`src/rtl/seg7_scan_driver.sv`:
```
// Four-digit multiplexed seven-segment scan driver, stepped by rising edges of a slow scan signal.
// Optional leading-zero blanking: define SEG7_LEADING_ZERO_BLANK_EN.
//
// state | meaning
// BLANK | after reset; all outputs off until the first scan tick
// SCAN  | one digit enabled, idx advances on every scan tick
module seg7_scan_driver #(
   parameter int ACTIVE_LOW   = 1,
   parameter int SNAP_ON_WRAP = 1
) (
   input  logic        clk_in,
   input  logic        rst,
   input  logic        scan_clk,
   input  logic [15:0] value,
   input  logic [3:0]  dp_mask,
   output logic [3:0]  an,
   output logic [6:0]  seg,
   output logic        dp,
   output logic        frame_done
);

   localparam logic POL = (ACTIVE_LOW != 0);

   typedef enum logic {BLANK, SCAN} state_t;

   state_t      state, state_nxt;
   logic [1:0]  idx, idx_nxt;
   logic [15:0] snap_val, snap_val_nxt;
   logic [3:0]  snap_dp, snap_dp_nxt;
   logic        scan_q, armed, tick, tick_d;
   logic        load;
   logic [3:0]  nib;
   logic        lz_blank;
   logic [3:0]  an_act;
   logic [6:0]  seg_act;
   logic        dp_act;

   function automatic logic [6:0] seg7_decode(input logic [3:0] n);
      logic [6:0] s;
      case (n)
         4'h0: s = 7'h3F;
         4'h1: s = 7'h06;
         4'h2: s = 7'h5B;
         4'h3: s = 7'h4F;
         4'h4: s = 7'h66;
         4'h5: s = 7'h6D;
         4'h6: s = 7'h7D;
         4'h7: s = 7'h07;
         4'h8: s = 7'h7F;
         4'h9: s = 7'h6F;
         4'hA: s = 7'h77;
         4'hB: s = 7'h7C;
         4'hC: s = 7'h39;
         4'hD: s = 7'h5E;
         4'hE: s = 7'h79;
         default: s = 7'h71;
      endcase
      return s;
   endfunction

   // armed blocks a tick from a scan_clk that was already high through reset
   assign tick = scan_clk & ~scan_q & armed;

   always_ff @(posedge clk_in) begin
      if (rst) begin
         state    <= BLANK;
         idx      <= 2'd0;
         snap_val <= 16'h0000;
         snap_dp  <= 4'h0;
         scan_q   <= 1'b0;
         armed    <= ~scan_clk;
         tick_d   <= 1'b0;
      end else begin
         state    <= state_nxt;
         idx      <= idx_nxt;
         snap_val <= snap_val_nxt;
         snap_dp  <= snap_dp_nxt;
         scan_q   <= scan_clk;
         armed    <= armed | ~scan_clk;
         tick_d   <= tick;
      end
   end

   always_comb begin
      state_nxt    = state;
      idx_nxt      = idx;
      snap_val_nxt = snap_val;
      snap_dp_nxt  = snap_dp;
      load         = 1'b0;
      if (tick) begin
         case (state)
            BLANK: begin
               state_nxt = SCAN;
               idx_nxt   = 2'd0;
               load      = 1'b1;
            end
            default: begin
               idx_nxt = idx + 2'd1;
               load    = (SNAP_ON_WRAP == 0) || (idx == 2'd3);
            end
         endcase
      end
      if (load) begin
         snap_val_nxt = value;
         snap_dp_nxt  = dp_mask;
      end
   end

   always_comb begin
      nib = snap_val[{idx, 2'b00} +: 4];
`ifdef SEG7_LEADING_ZERO_BLANK_EN
      case (idx)
         2'd1:    lz_blank = (snap_val[15:4] == 12'h000);
         2'd2:    lz_blank = (snap_val[15:8] == 8'h00);
         2'd3:    lz_blank = (snap_val[15:12] == 4'h0);
         default: lz_blank = 1'b0;
      endcase
`else
      lz_blank = 1'b0;
`endif
      an_act  = 4'h0;
      seg_act = 7'h00;
      dp_act  = 1'b0;
      if (state == SCAN) begin
         an_act = 4'b0001 << idx;
         if (!lz_blank) begin
            seg_act = seg7_decode(nib);
            dp_act  = snap_dp[idx];
         end
      end
   end

   always_ff @(posedge clk_in) begin
      if (rst) begin
         an         <= {4{POL}};
         seg        <= {7{POL}};
         dp         <= POL;
         frame_done <= 1'b0;
      end else begin
         an         <= an_act ^ {4{POL}};
         seg        <= seg_act ^ {7{POL}};
         dp         <= dp_act ^ POL;
         frame_done <= tick_d && (state == SCAN) && (idx == 2'd3);
      end
   end

endmodule

```
`config.mk`:
```
export PLATFORM = sky130hd
export DESIGN_NAME = seg7_scan_driver
export DESIGN_NICKNAME = d
export VERILOG_FILES = /design/src/rtl/seg7_scan_driver.sv
export SDC_FILE = /design/constraint.sdc
export NUM_CORES = 1
export LEC_CHECK = 0
export CAP_MARGIN = 20
export CORE_MARGIN = 2
export CORE_UTILIZATION = 53
export DETAILED_ROUTE_END_ITERATION = 16
export PLACE_DENSITY = 0.89
export SETUP_SLACK_MARGIN = 0.05
export SLEW_MARGIN = 20
export SYNTH_ARGS = -nofsm -noshare
export SYNTH_HDL_FRONTEND = slang
export SYNTH_SLANG_ARGS = --single-unit
export TNS_END_PERCENT = 20
```
`constraint.sdc`:
```
create_clock -name clk_in -period 4.47 [get_ports clk_in]
set_input_delay 0.6705 -clock clk_in [delete_from_list [all_inputs] [get_ports clk_in]]
set_output_delay 0.6705 -clock clk_in [all_outputs]
set_load 0.1 [all_outputs]
```
After elaboration in Yosys (flattened, before gate mapping)
Memory sizes are Yosys's and may differ from the RTL's.
Cells that the tools add are included.
{"block": "classes", "add_sub_neg": 1, "order_cmp": 1, "eq_ne": 1, "n_shift": 2, "mux": 9, "bitwise": 8, "reduce_logical": 2}
{"operator": "variable part select 16 x 5 -> 4 bit", "n": 1}
{"operator": "two-way mux 7 bit", "n": 1}
{"operator": "inverter 7 bit", "n": 1}
{"operator": "two-way mux 1 bit", "n": 5}
{"operator": "two-way mux 4 bit", "n": 1}
{"operator": "inverter 4 bit", "n": 1}
{"operator": "left shift 1 x 2 -> 4 bit, first input constant", "n": 1}
{"operator": "less-than comparator 2 x 3 -> 1 bit, second input constant", "n": 1}
{"operator": "inverter 1 bit", "n": 3}
{"operator": "adder 2 x 1 -> 2 bit, second input constant", "n": 1}
{"operator": "AND 1 bit", "n": 2}
{"operator": "binary-select mux 1 bit (select 2 bit)", "n": 1}
{"operator": "== test 2 bit, second input constant", "n": 1}
{"operator": "logical AND 1 bit", "n": 2}
{"operator": "two-way mux 2 bit", "n": 1}
{"operator": "OR 1 bit", "n": 1}
{"block": "word_totals", "regBits": 39, "romBits": 112, "in_bits": 23, "output_inout_bits": 13, "word_cells": 36, "n_memories": 1}
{"name": "(no name shown)", "depth": 16, "word_bits": 7, "rd": 1, "rd_clocked_by_memory_dff": 0, "wr": 0, "line": "40", "rtl": "case (n)"}

Depth between registers and ports, before layout
{"block": "logic_depth", "ltp_word": 4, "ltp_mapped": 7, "mapped_depth_nobuf": 6}

Worst setup path before layout
No wires, ideal clock.
{"block": "synth_path", "path_kind": "register -> register", "start": "register idx[0]", "end": "register seg[3]", "setup_time_ps": 136, "arrival_time_ps": 1903, "t_required_ps": 4334, "setup_slack_ps": 2431, "stages_incl_launch_ff": 7, "n_path_buf": 1, "period_less_slack_ps": 2039, "cell_sequence": "dfxtp_1 buf_2 mux4_2 ha_1 and2b_1 a2111oi_1 a31oi_1"}
{"block": "synth_between", "elab_chain_len": 4}
{"element": "start: declaration", "line": "27", "rtl": "logic [1:0] idx, idx_nxt;"}
{"element": "start signal: assignment", "line": "75", "rtl": "idx <= idx_nxt;"}
{"element": "variable part select 16 x 5 -> 4 bit", "line": "110", "rtl": "nib = snap_val[{idx, 2'b00} +: 4];"}
{"element": "memory read (16 x 7 bit)"}
{"element": "two-way mux 7 bit", "line": "124", "rtl": "if (state == SCAN) begin"}
{"element": "inverter 7 bit (no source line)"}
{"element": "end signal: assignment", "line": "136", "rtl": "seg <= {7{POL}};"}
{"element": "end signal: assignment", "line": "141", "rtl": "seg <= seg_act ^ {7{POL}};"}
{"element": "end: declaration", "line": "17", "rtl": "output logic [6:0] seg,"}
No other way between the ends.
A chain may end at the register's enable or synchronous reset.

Final worst setup path
{"block": "layout_path", "start": "register dp", "end": "output dp"}
{"element": "start: declaration", "line": "18", "rtl": "output logic dp,"}
{"element": "start signal: assignment", "line": "142", "rtl": "dp <= dp_act ^ POL;"}
No word-level cell between the ends.

==> impl_metrics.toml <==
[sta]
clock.fmax_mhz = 404.7
finalMaxSlewViolations = 0
report.final.hold_viol_count = 0
tightest_slew_ns = 0.9701
hold_slack_ns = 0.4519
finalCriticalPeriod_ns = 2.471
skew_ns = 0.004018
finalCritPeriodShare_pct = 55.29
fin_setup_tns_ns = 0
finalSetupViolCount = 0
slew_headroom_pct = 35.12
rsz0062_at_grt = "false"

[placement]
place.gp.congestion = 0.7530
dpl.hpwl_mm = 2.093
dpl_cell_area_um2 = 1977
port_buffers = 35

[critical_path]
critPathCapture = "dp"
r2r_setup_slack_ns = 2.17
crit_path_top_delay_cell = "clkdlybuf4s50_1"
crit_chain = "clkdlybuf4s50_1"
r2r_end = "seg[3]"
start_kind = "flip-flop"
cpLargestDelayFamily = "buffers and inverters"
critPathKind = "flip-flop to output pin"
end_kind = "output pin"
cp_slowest_stage_delay_ns = 1.13
path_depth = 1
required_ns = 3.80
cp_num_buf_inv = 1
startpoint = "dp"
arrival_ns = 1.80
cp_max_fo = 1
r2r_start = "idx[0]"
r2r_cells = 5

[detailed_routing]
first_iter_violations = 35
routed.top_layer = "met4"
wl_met1_mm = 1.294
num_vias = 1314
wire_per_inst_um = 11.78
drc = 0
dr_wl_met2_mm = 1.389
via_per_inst = 5.320
drt-total-wl_mm = 2.910
ant_nets = 0
wl_met3_um = 140
drt-pass1-iter-count = 4

[finish]
final_nets = 246
nFillCells = 239
multi_input_area_um2 = 774.5
drive_gt1_share_pct = 6.542
final_area_um2 = 2046
area_growth_pct = 24.24
n_antenna_cell = 0
seq_area_um2 = 780.7

[floorplan]
io_pins = 36
core_area_um2 = 3003
die_y_um = 59.74
die-area_um2 = 3569
start_util_pct = 54.83
num_rows = 20
die_x_um = 59.74

[yosys]
yosysMostFrequentCell = "nand2_1"
yosysTopAreaCellShare_pct = 47.42
syn_inst = 182
syn_area_um2 = 1647
syn-num-nets = 215
synthFlopType = "dfxtp_1"
ys_warn_count = 0
yosysSeqAreaShare_pct = 47.42
avgSynthCellArea_um2 = 9.047
ys_top_cells_by_area = "dfxtp_1 (47%), nand2_1 (11%), a21oi_1 (7.9%), ha_1 (7.6%), mux4_2 (5.5%)"
synth_edf_count = 0
synthTopCellsByCount = "nand2_1 (48), dfxtp_1 (39), a21oi_1 (26)"
async_flop_share_pct = 0
synth.distinct_cells = 30
ys_ff_latch = 39
yosysTopAreaCell = "dfxtp_1"

[min_path]
holdCritPathClass = "flip-flop to flip-flop"

[clock_network]
clk_latency_ns = 0.35
cts_tree = "built"
cts_buffer_depth = 2
cts_root_buf = "clkbuf_4"
clkTransAtPathRegs_ns = 0.10
cts_made_buffers = 5
holdBufCountCts = 0
cts_setup_buffers = 0
cts.sinks = 39
cts_max_level = 2
post_cts_resized = 0

[global_routing]
grt-ovfl-total = 0
grt_max_degree = 28
grt_use_total_pct = 19.67
antenna_found_initial = 0
grt_pass1_vias = 1183
grt_pass1_wl_mm = 5.064

[power]
powerDensity_nw_per_um2 = 340.3
ir_worst_vdd_mv = 0.1875
power_leakage_nw = 0.7631
p_total_mw = 0.6962

[status]
status = "complete, no violations"

[run]
cap_violations = 0
[worst min path at each step]
stage / from / end / slack (ns) / depth (start not counted)
after detailed placement: scan_q / tick_d / 0.44 / 1
final: scan_q / tick_d / 0.45 / 1
after global routing: scan_q / tick_d / 0.48 / 1
after CTS: scan_q / tick_d / 0.45 / 1
after floorplan: scan_q / tick_d / 0.41 / 1
after global placement: scan_q / tick_d / 0.43 / 1
[metrics by stage]
step,instances,worst slack [ns],utilization (%)
floorplan,182,2.431,-
global placement,239,1.814,65.83
detailed placement,239,1.785,65.83
CTS,247,1.986,68.13
global route,247,1.936,68.13
finish,247,1.999,68.13
[metal layers]
metal / track usage (%) / vias to the layer above
li1: - / 671
met1: 23.11 / 598
met2: 31.21 / 38
met3: 5.844 / 7
met4: 12.38 / 0
met5: 0 / -
[flip-flops by register name (all words and copies together) (netlist names)]
register	cells
armed	1
state	1
dp	1
frame_done	1
idx	2
snap_dp	4
scan_q	1
an	4
tick_d	1
snap_val	16
seg	7
[power breakdown]
group          internal, mW  total (mW)  switching [mW]  leakage (nW)
Clock                0.0925       0.201           0.108        0.0386
Sequential            0.364       0.373         0.00860         0.319
Combinational        0.0477       0.122          0.0745         0.406
Total                 0.505       0.696           0.192         0.763
[cell families after synthesis]
family                     share of synthesized area (%)
adders and majority gates                          7.599
and+or+nand+nor                                    18.92
muxes                                              7.675
buffers and inverters                              5.547
AOI/OAI and AO/OA                                  12.84
DFF                                                47.42
[layout make-up]
class / count / area share [%]
flip-flops and latches: 39 / 38.17
multi-input cells: 125 / 37.86
repair buffers: 36 / 17.49
clock buffers: 8 / 3.364
well taps: 33 / 2.018
inverters: 6 / 1.101
[layout by cell type, fill, tap and decap left out, drive strengths merged]
cell type / netlist / routed
nand2: 48 / 48
dfxtp: 39 / 39
clkdlybuf4s50: 0 / 35
a21oi: 26 / 26
ha: 10 / 10
clkbuf: 8 / 8
inv: 6 / 6
o21ai: 6 / 6
nor2: 6 / 6
mux4: 5 / 5
nand2b: 3 / 3
a31oi: 3 / 3
nand3: 3 / 3
and3b: 2 / 2
nand3b: 2 / 2
o21a: 1 / 1
mux2i: 1 / 1
o221ai: 1 / 1
and2b: 1 / 1
a2111oi: 1 / 1
nor4b: 1 / 1
or2: 1 / 1
nor2b: 1 / 1
and3: 1 / 1
o22ai: 1 / 1
nor3: 1 / 1
buf: 4 / 1
No activity file was read; power rests on OpenSTA's default activity.
